File: src/rtl/triage_engine.sv
// Stroke-triage FSM: IDLE/OBSERVATION/PRE_CRITICAL/CRITICAL with persistence filter, dwell timeout, ACK exit.
// Latency: sensor-driven moves after PERSIST consecutive qualifying edges; ACK exit and timeout take one edge.
// Backpressure: none; S and ACK are sampled every cycle, and outputs A/STATE/ESC/CRIT_CNT are all registered.
// Ports: CLK/RST (async, active-high) | S sensor vector, ACK acknowledge |
//        A actuator pattern, STATE present state, ESC timeout pulse, CRIT_CNT saturating CRITICAL entry count.
module triage_engine #(
    parameter int                N_SENS      = 6,
    parameter int                N_ACT       = 6,
    parameter logic [N_SENS-1:0] HIGH_MASK   = 6'b001111,
    parameter logic [N_SENS-1:0] LOW_MASK    = 6'b110000,
    parameter int                H_THRESH    = 2,
    parameter int                PERSIST     = 3,
    parameter int                PRE_TIMEOUT = 16,
    parameter int                CNT_W       = 8,
    parameter logic [N_ACT-1:0]  ACT_IDLE    = 6'b000000,
    parameter logic [N_ACT-1:0]  ACT_OBS     = 6'b001100,
    parameter logic [N_ACT-1:0]  ACT_PRE     = 6'b011010,
    parameter logic [N_ACT-1:0]  ACT_CRIT    = 6'b111111
) (
    input  logic              CLK,
    input  logic              RST,
    input  logic [N_SENS-1:0] S,
    input  logic              ACK,
    output logic [N_ACT-1:0]  A,
    output logic [1:0]        STATE,
    output logic              ESC,
    output logic [CNT_W-1:0]  CRIT_CNT
);
    typedef enum logic [1:0] {
        ST_IDLE = 2'b00,
        ST_OBS  = 2'b01,
        ST_PRE  = 2'b10,
        ST_CRIT = 2'b11
    } state_t;

    localparam int HCW = $clog2(N_SENS + 1);
    localparam int PW  = $clog2(PERSIST + 1);
    localparam int DW  = (PRE_TIMEOUT > 1) ? $clog2(PRE_TIMEOUT) : 1;

    state_t             r_state;
    state_t             r_cand;
    logic [PW-1:0]      r_pcnt;
    logic [DW-1:0]      r_dwell;
    logic               r_esc;
    logic [CNT_W-1:0]   r_cnt;
    logic [N_ACT-1:0]   r_act;

    logic [N_SENS-1:0]  w_shi;
    logic [HCW-1:0]     w_hcnt;
    logic               w_n;
    logic               w_h;
    logic               w_l1;
    logic               w_timeout;
    state_t             w_tgt;
    state_t             w_nxt;
    state_t             w_cand_nxt;
    logic [PW-1:0]      w_pcnt_nxt;
    logic               w_esc;

    function automatic logic [N_ACT-1:0] act_of(input state_t st);
        case (st)
            ST_IDLE: act_of = ACT_IDLE;
            ST_OBS:  act_of = ACT_OBS;
            ST_PRE:  act_of = ACT_PRE;
            ST_CRIT: act_of = ACT_CRIT;
            default: act_of = ACT_IDLE;
        endcase
    endfunction

    assign w_shi = S & HIGH_MASK;

    always_comb begin
        w_hcnt = '0;
        for (int i = 0; i < N_SENS; i++) begin
            w_hcnt = w_hcnt + HCW'(w_shi[i]);
        end
    end

    assign w_n  = (S == '0);
    assign w_h  = (w_hcnt >= HCW'(H_THRESH));
    assign w_l1 = (|(S & LOW_MASK)) & ~w_h;

    // Requested target for this cycle, before any persistence filtering.
    always_comb begin
        w_tgt = ST_IDLE;
        case (r_state)
            ST_IDLE: w_tgt = w_h ? ST_PRE : (w_l1 ? ST_OBS : ST_IDLE);
            ST_OBS:  w_tgt = w_h ? ST_PRE : (w_n ? ST_IDLE : ST_OBS);
            ST_PRE:  w_tgt = (w_h | w_l1) ? ST_CRIT : (w_n ? ST_IDLE : ST_PRE);
            ST_CRIT: w_tgt = (ACK & w_n) ? ST_OBS : ST_CRIT;
            default: w_tgt = ST_IDLE;
        endcase
    end

    assign w_timeout = (r_state == ST_PRE) && (r_dwell == DW'(PRE_TIMEOUT - 1));

    // Count of consecutive identical differing requests includes this cycle;
    // a stored count of zero means no run is in progress.
    always_comb begin
        w_cand_nxt = r_cand;
        w_pcnt_nxt = '0;
        w_esc      = 1'b0;
        w_nxt      = r_state;
        if (w_tgt != r_state) begin
            w_cand_nxt = w_tgt;
            w_pcnt_nxt = ((w_tgt == r_cand) && (r_pcnt != '0)) ? r_pcnt + PW'(1) : PW'(1);
        end
        if (w_timeout) begin
            // Timeout overrides any qualified exit landing on the same edge.
            w_nxt = ST_CRIT;
            w_esc = 1'b1;
        end else if (r_state == ST_CRIT) begin
            if (ACK && w_n) w_nxt = ST_OBS;
        end else if ((w_tgt != r_state) && (w_pcnt_nxt >= PW'(PERSIST))) begin
            w_nxt = w_tgt;
        end
        if (w_nxt != r_state) w_pcnt_nxt = '0;
    end

    always_ff @(posedge CLK or posedge RST) begin
        if (RST) begin
            r_state <= ST_IDLE;
            r_cand  <= ST_IDLE;
            r_pcnt  <= '0;
            r_dwell <= '0;
            r_esc   <= 1'b0;
            r_cnt   <= '0;
            r_act   <= ACT_IDLE;
        end else begin
            r_state <= w_nxt;
            r_cand  <= w_cand_nxt;
            r_pcnt  <= w_pcnt_nxt;
            r_esc   <= w_esc;
            r_act   <= act_of(w_nxt);
            if (w_nxt != r_state) begin
                r_dwell <= '0;
            end else if (r_state == ST_PRE) begin
                r_dwell <= r_dwell + DW'(1);
            end
            if ((w_nxt == ST_CRIT) && (r_state != ST_CRIT) && (r_cnt != {CNT_W{1'b1}})) begin
                r_cnt <= r_cnt + CNT_W'(1);
            end
        end
    end

    assign A        = r_act;
    assign STATE    = r_state;
    assign ESC      = r_esc;
    assign CRIT_CNT = r_cnt;

endmodule

File: config.mk
export PLATFORM = sky130hd
export DESIGN_NAME = triage_engine
export DESIGN_NICKNAME = d
export VERILOG_FILES = /design/src/rtl/triage_engine.sv
export SDC_FILE = /design/constraint.sdc
export NUM_CORES = 1
export LEC_CHECK = 0
export ABC_AREA = 1
export BUFFER_PORTS_ARGS = -buffer_cell sky130_fd_sc_hd__buf_2
export CORE_MARGIN = 2
export CORE_UTILIZATION = 51
export DETAILED_ROUTE_END_ITERATION = 10
export PLACE_DENSITY = 0.74
export SYNTH_ARGS = -nofsm -noshare
export SYNTH_HDL_FRONTEND = slang
export SYNTH_SLANG_ARGS = --single-unit
File: constraint.sdc
create_clock -name CLK -period 2.35 [get_ports CLK]
set_input_delay 0.3525 -clock CLK [delete_from_list [all_inputs] [get_ports CLK]]
set_output_delay 0.3525 -clock CLK [all_outputs]
set_load 0.03 [all_outputs]
## Word-level counts from Yosys, hierarchy flattened

Index checks and enable logic that the tools add are counted.

- Bits in registers: 25
- Output and inout port bits: 17
- Logic and storage cells: 62
- Input port bits: 9

- $add $sub $neg: 6
- Equal/unequal tests: 12
- Multiplexer cells: 19
- Magnitude comparators: 2
- Reduce and logical (&&, ||, !) cells: 12
- Bitwise gates (word level): 4

Operators with widths:

| operator | number |
|---|---|
| 2-bit 2-to-1 mux | 12 |
| 6-bit one-hot mux with 4 select lines | 1 |
| 8-bit by 1-bit adder with 8-bit output (second input constant) | 1 |
| 2-bit equality test (second input constant) | 4 |
| 4-bit 2-to-1 mux | 2 |
| 8-bit != test (second input constant) | 1 |
| 2-bit one-hot mux with 4 select lines | 1 |
| 1-bit logical AND | 6 |
| 6-bit zero test | 1 |
| 4-bit by 1-bit adder with 4-bit output (second input constant) | 1 |
| 2-bit by 1-bit equality test with 1-bit output (second input constant) | 2 |
| 4-bit equality test (second input constant) | 1 |
| 2-bit zero test | 2 |
| 2-bit != test | 2 |
| 2-bit nonzero test | 2 |
| 2-bit by 1-bit adder with 3-bit output | 1 |
| 3-bit by 1-bit adder with 3-bit output | 1 |
| 3-bit by 2-bit greater-or-equal comparator with 1-bit output (second input constant) | 1 |
| 1-bit 2-to-1 mux | 3 |
| 1-bit by 1-bit adder with 2-bit output | 1 |
| 2-bit by 1-bit adder with 2-bit output (second input constant) | 1 |
| 1-bit bitwise AND | 2 |
| 2-bit equality test | 1 |
| 2-bit greater-or-equal comparator (second input constant) | 1 |
| other kinds (4) | 4 |

## Logic depth before layout (Yosys ltp)

- Depth after elaboration: 21
- Depth in mapped cells: 19
- Gate-level depth less buffers: 19

## Worst setup path before layout

No wires, ideal clock.

- Path kind: input port to flip-flop
- Start: in S[0]
- End: reg r_pcnt[0]
- Setup slack: 0.061 ns
- Arrival time: 2.167 ns
- Required time: 2.228 ns
- Path buffers: 0
- Stages: 17
- Setup time: 0.122 ns
- Cell sequence: inv_1 -> fa_1 -> inv_1 -> a21boi_2 -> nand2_1 -> nand2_2 -> nand3_2 -> nand2_4 -> nand2_2 -> nor2_4 -> nand3_2 -> nand2_4 -> nand2_4 -> nand2_1 -> nand2_2 -> nand2_4 -> nor2_2

- Longest elaborated chain between the ends: 20
- Elaborated cells on any way between the ends: 31
- Those cells by class: add/sub: 3; order compare: 2; eq/ne: 3; mux: 15; bitwise: 4; reduce/logical: 4

RTL lines:

| what | RTL line | RTL |
|---|---|---|
| start: declaration | 22 | `input logic [N_SENS-1:0] S,` |
| 1-bit by 1-bit adder with 2-bit output | 75 | `w_hcnt = w_hcnt + HCW'(w_shi[i]);` |
| 2-bit by 1-bit adder with 3-bit output | 75 |  |
| 3-bit by 1-bit adder with 3-bit output | 75 |  |
| 3-bit by 2-bit greater-or-equal comparator with 1-bit output | 80 | `assign w_h = (w_hcnt >= HCW'(H_THRESH));` |
| 1-bit NOT | 81 | `assign w_l1 = (\|(S & LOW_MASK)) & ~w_h;` |
| 1-bit bitwise AND | 81 |  |
| 1-bit bitwise OR / 1-bit 2-to-1 mux (equally long branches) | 89, 87 |  |
| 2-bit 2-to-1 mux, on equally long branches | 89, 87 |  |
| [5 not listed] | n/a |  |
| 2-bit greater-or-equal comparator | 114 | `end else if ((w_tgt != r_state) && (w_pcnt_nxt >= PW'(PERSIST))) begin` |
| 1-bit logical AND | 114 |  |
| 2-bit 2-to-1 mux | 114 |  |
| 2-bit 2-to-1 mux | 112 | `end else if (r_state == ST_CRIT) begin` |
| 2-bit 2-to-1 mux | 108 | `if (w_timeout) begin` |
| 2-bit != test | 117 | `if (w_nxt != r_state) w_pcnt_nxt = '0;` |
| 2-bit 2-to-1 mux * | 117 |  |
| named net w_pcnt_nxt[0] | 57 | `logic [PW-1:0] w_pcnt_nxt;` |
| end signal: assignment | 132 | `r_pcnt <= w_pcnt_nxt;` |
| end: declaration | 42 | `logic [PW-1:0] r_pcnt;` |

The timed path passes the listed nets; every way through them passes the cells marked *.
A chain may end at the register's enable or synchronous reset.

## Worst setup path after layout

- Start: in S[1]
- End: reg r_cnt[7] (netlist: CRIT_CNT[7])

- Longest elaborated chain between the ends: 21
- Elaborated cells on any way between the ends: 32
- Those cells by class: add/sub: 3; order compare: 2; eq/ne: 3; mux: 14; bitwise: 4; reduce/logical: 6

RTL lines:

| what | RTL line | RTL |
|---|---|---|
| 1-bit by 1-bit adder with 2-bit output | 75 |  |
| 2-bit by 1-bit adder with 3-bit output | 75 |  |
| 3-bit by 1-bit adder with 3-bit output | 75 |  |
| 3-bit by 2-bit greater-or-equal comparator with 1-bit output | 80 |  |
| 1-bit NOT | 81 |  |
| 1-bit bitwise AND | 81 |  |
| 1-bit bitwise OR / 1-bit 2-to-1 mux (equally long branches) | 89, 87 |  |
| 2-bit 2-to-1 mux, on equally long branches | 89, 87 |  |
| [4 not listed] | n/a |  |
| 2-bit 2-to-1 mux | 104 | `if (w_tgt != r_state) begin` |
| 2-bit greater-or-equal comparator | 114 |  |
| 1-bit logical AND | 114 |  |
| 2-bit 2-to-1 mux | 114 |  |
| 2-bit 2-to-1 mux * | 112 |  |
| 2-bit 2-to-1 mux * | 108 |  |
| 2-bit equality test * | 140 | `if ((w_nxt == ST_CRIT) && (r_state != ST_CRIT) && (r_cnt != {CNT_W{1'b1}})) begin` |
| 1-bit logical AND * (2 in series) | 140 |  |
| end signal: assignment | 141 | `r_cnt <= r_cnt + CNT_W'(1);` |
| end: declaration | 45 | `logic [CNT_W-1:0] r_cnt;` |

Mark *: on every way between the ends. The rest lies on a longest branch, timed or not.

==> flow_summary_export.csv <==
group,metric,value,unit
clock_tree,max-clock-path-buffers,2,
die,die_h,58.6,um
clock_tree,clock_sinks,22,
global_routing,grtUsageMet2,33.5,%
cells_and_area,insertedDiodeCount,0,
cells_and_area,drive_gt1_share,42.9,%
timing,finalSetupViolations,0,
synth,synth.most_common_cell,"nand2_1",
route,drc,0,
synth,syn_area_per_cell,8.17,sq um
synth,yosysWarnings,0,
synth,ys_ff_latch,22,
die,ios,26,
power_and_ir_drop,leakage,0.987,nW
setup_path,end_kind,"flop",
route,wl_per_cell,12.3,um
synth,synth-simple-area-share,39.6,%
route,ant_nets,0,
synth,synth_top_family_by_area,"simple AND/OR/NAND/NOR gates",
clock_tree,cts_made_buffers,3,
die,die_w,58.6,um
route,wl,3160,um
setup_path,worstPathRequired,2560,ps
clock_tree,cts_tree,"done",
place,portBuffers,25,
global_routing,gr-usage-met3,3.30,%
global_routing,grt_pass1_wl,5330,um
timing,min_period,2300,ps
global_routing,grt_start_max_net_pins,23,
global_routing,antenna_found_initial,0,
die,start_util,54.6,%
setup_path,critPathMaxFanout,8,
timing,slew_headroom,46.3,%
route,drt_iter0_markers,37,
setup_path,worstPathArrival,2510,ps
clock_tree,clk_latency,310,ps
synth,synthArstFlopShare,100,%
power_and_ir_drop,powerDensity,1240,nW/um^2
die,core_area,2780,sq um
route,drt_first_pass_iters,4,
cells_and_area,nets,241,
synth,synth_xor_area_share,4.61,%
timing,worst_pin_slew,804,ps
die,std_cell_rows,19,
global_routing,grt_pass1_vias,1201,
global_routing,grt-ovfl-total,0,
synth,yosysTopAreaCellShare,36.2,%
synth,ys_seq_area_share,36.2,%
timing,final_hold_viol_count,0,
flow_run,drv_cap,0,
clock_tree,cts.htree.levels,1,
synth,synth-main-ff-cell,"dfrtp_1",
synth,synth.area.top_cells,"dfrtp_1 (36%), nand2_1 (10%), inv_1 (6.7%), nand4_1 (6.2%), nand2_2 (4.5%)",
global_routing,grt.total_usage,20.3,%
route,vias_per_cell,5.19,
place,dpl.hpwl,2410,um
synth,syn_inst,186,
synth,netlist_top_cells_count,"nand2_1 (41), inv_1 (27), dfrtp_1 (22)",
cells_and_area,n_fill_cell,229,
cells_and_area,area_growth,25.0,%
timing,whs,169,ps
worst_hold_path,min-delay-path-class,"input port to asynchronous set/reset pin",
synth,syn_area,1520,sq um
synth,synth_nets,200,
synth,muxShareOfSynthArea,0.659,%
power_and_ir_drop,peakVddDrop,0.824,mV
clock_tree,cts-root-buf,"clkbuf_4",
timing,fin_crit_sh,97.8,%
synth,synth-compound-area-share,3.79,%
clock_tree,ctsHoldBuffers,0,
timing,slew_viol_final,0,
synth,yosys.area.top_type,"dfrtp_1",
synth,synthAdderAreaFrac,4.61,%
place,place.gp.congestion,0.861,
timing,fin_worst_skew,5.39,ps
timing,max_freq,435,MHz
setup_path,worst-setup-path-type,"input port to flop",
status,status,"finished clean",
power_and_ir_drop,finalPower,2.35,mW
global_routing,grt_busiest_layer,"met2",
synth,synth_edf_count,0,
setup_path,worstSetupStartpointType,"input port",
die,design.die.area,3430,sq um
global_routing,use_met1,27.2,%
clock_tree,clk_pin_slew,130,ps
route,route.vias.total,1334,
timing,rsz0062_at_grt,"true",
synth,ys_types,29,
-- what timing repair did --
action / CTS / global route
pin swaps: 0 / 14
endpoints found under the hold margin: 0 / 0
setup buffers: 0 / 5
setup endpoints to repair: 8 / 16
resized for setup: 1 / 28
gates cloned: 0 / 1
-- through the flow --
step | utilization, % | setup TNS, ps | area, sq um | setup slack, ps | cells
6_report | 68.2 | 0 | 1900 | 51.6 | 257
5_1_grt | 68.2 | -762 | 1900 | -75.5 | 257
4_1_cts | 63.0 | 0 | 1750 | 24.4 | 251
3_5_place_dp | 61.6 | -5550 | 1710 | -370 | 247
3_3_place_gp | 61.6 | -2910 | 1710 | -218 | 247
2_1_floorplan | - | 0 | 1520 | 60.7 | 186
-- worst max-delay path, stage by stage --
cell and delay, ps:
buf_2 90, inv_2 40, fa_1 510, inv_2 40, a21boi_2 180, nand2_1 90
nand2_2 120, nand3_4 90, nand2_2 80, nand2_2 60, nor2_4 160, nand3_4 120
nand2_4 100, nand2_4 60, nand2_4 100, nand3_4 130, nand2_2 110, nand2_2 50
-- final cells by class --
cell class,instances,area (sq um),share of cell area [%]
clock buffers,4,36.3,1.91
repair buffers,41,267,14.0
flip-flops and latches,22,551,29.0
multi-input cells,129,890,46.9
well taps,31,38.8,2.04
inverters,30,116,6.13
-- cell families after synthesis --
logic type,count (synthesis)
simple gates,107
buf+inv,35
flops,22
compound gates,8
xor+xnor,8
fa+ha+maj,5
mux,1
-- cells in the final DEF (no fill, tap or decap), types with 4 or more instances in the layout --
master | synthesis | routed
nand3_4 | 1 | 5
nor2_1 | 10 | 8
nand2_2 | 11 | 16
buf_4 | 3 | 13
xor2_1 | 4 | 4
nand2_4 | 4 | 6
nand3_1 | 7 | 6
buf_2 | 0 | 24
inv_1 | 27 | 23
xnor2_1 | 4 | 4
inv_2 | 2 | 5
ha_1 | 4 | 4
nand4_1 | 15 | 15
nand2_1 | 41 | 34
dfrtp_1 | 22 | 22
o21ai_0 | 4 | 4
nor2_2 | 7 | 8
-- power by group --
group / total, mW / leakage (nW) / internal (mW) / switching, mW
Sequential: 0.598 / 0.284 / 0.488 / 0.110
Combinational: 1.54 / 0.682 / 0.565 / 0.974
Clock: 0.213 / 0.0210 / 0.0946 / 0.119
-- flip-flops by register name, indices dropped and copies added (netlist names) --
| signal | cells |
|---|---|
| A | 3 |
| CRIT_CNT | 8 |
| ESC | 1 |
| STATE | 2 |
| r_cand | 2 |
| r_dwell | 4 |
| r_pcnt | 2 |
-- path summary, 6_finish.rpt --
path	from	endpoint	slack (ps)	cells after the start
worst max-delay path	S[1]	CRIT_CNT[7]$_DFFE_PP0P_	50	18
worst min-delay path	RST	CRIT_CNT[5]$_DFFE_PP0P_	170	2
worst max register to register	STATE[0]$_DFF_PP0_	CRIT_CNT[7]$_DFFE_PP0P_	200	13
worst min register to register	CRIT_CNT[1]$_DFFE_PP0P_	CRIT_CNT[1]$_DFFE_PP0P_	560	2
max in group asynchronous	RST	r_cand[1]$_DFFE_PP0N_	1680	2
min in group CLK	CRIT_CNT[1]$_DFFE_PP0P_	CRIT_CNT[1]$_DFFE_PP0P_	560	2
-- routing by layer --
metal,wire length (um),up-vias
li1,-,672
met1,1430,636
met2,1580,19
met3,86,7
met4,68,0
met5,0,-
No activity file was read; power rests on OpenSTA's default activity.
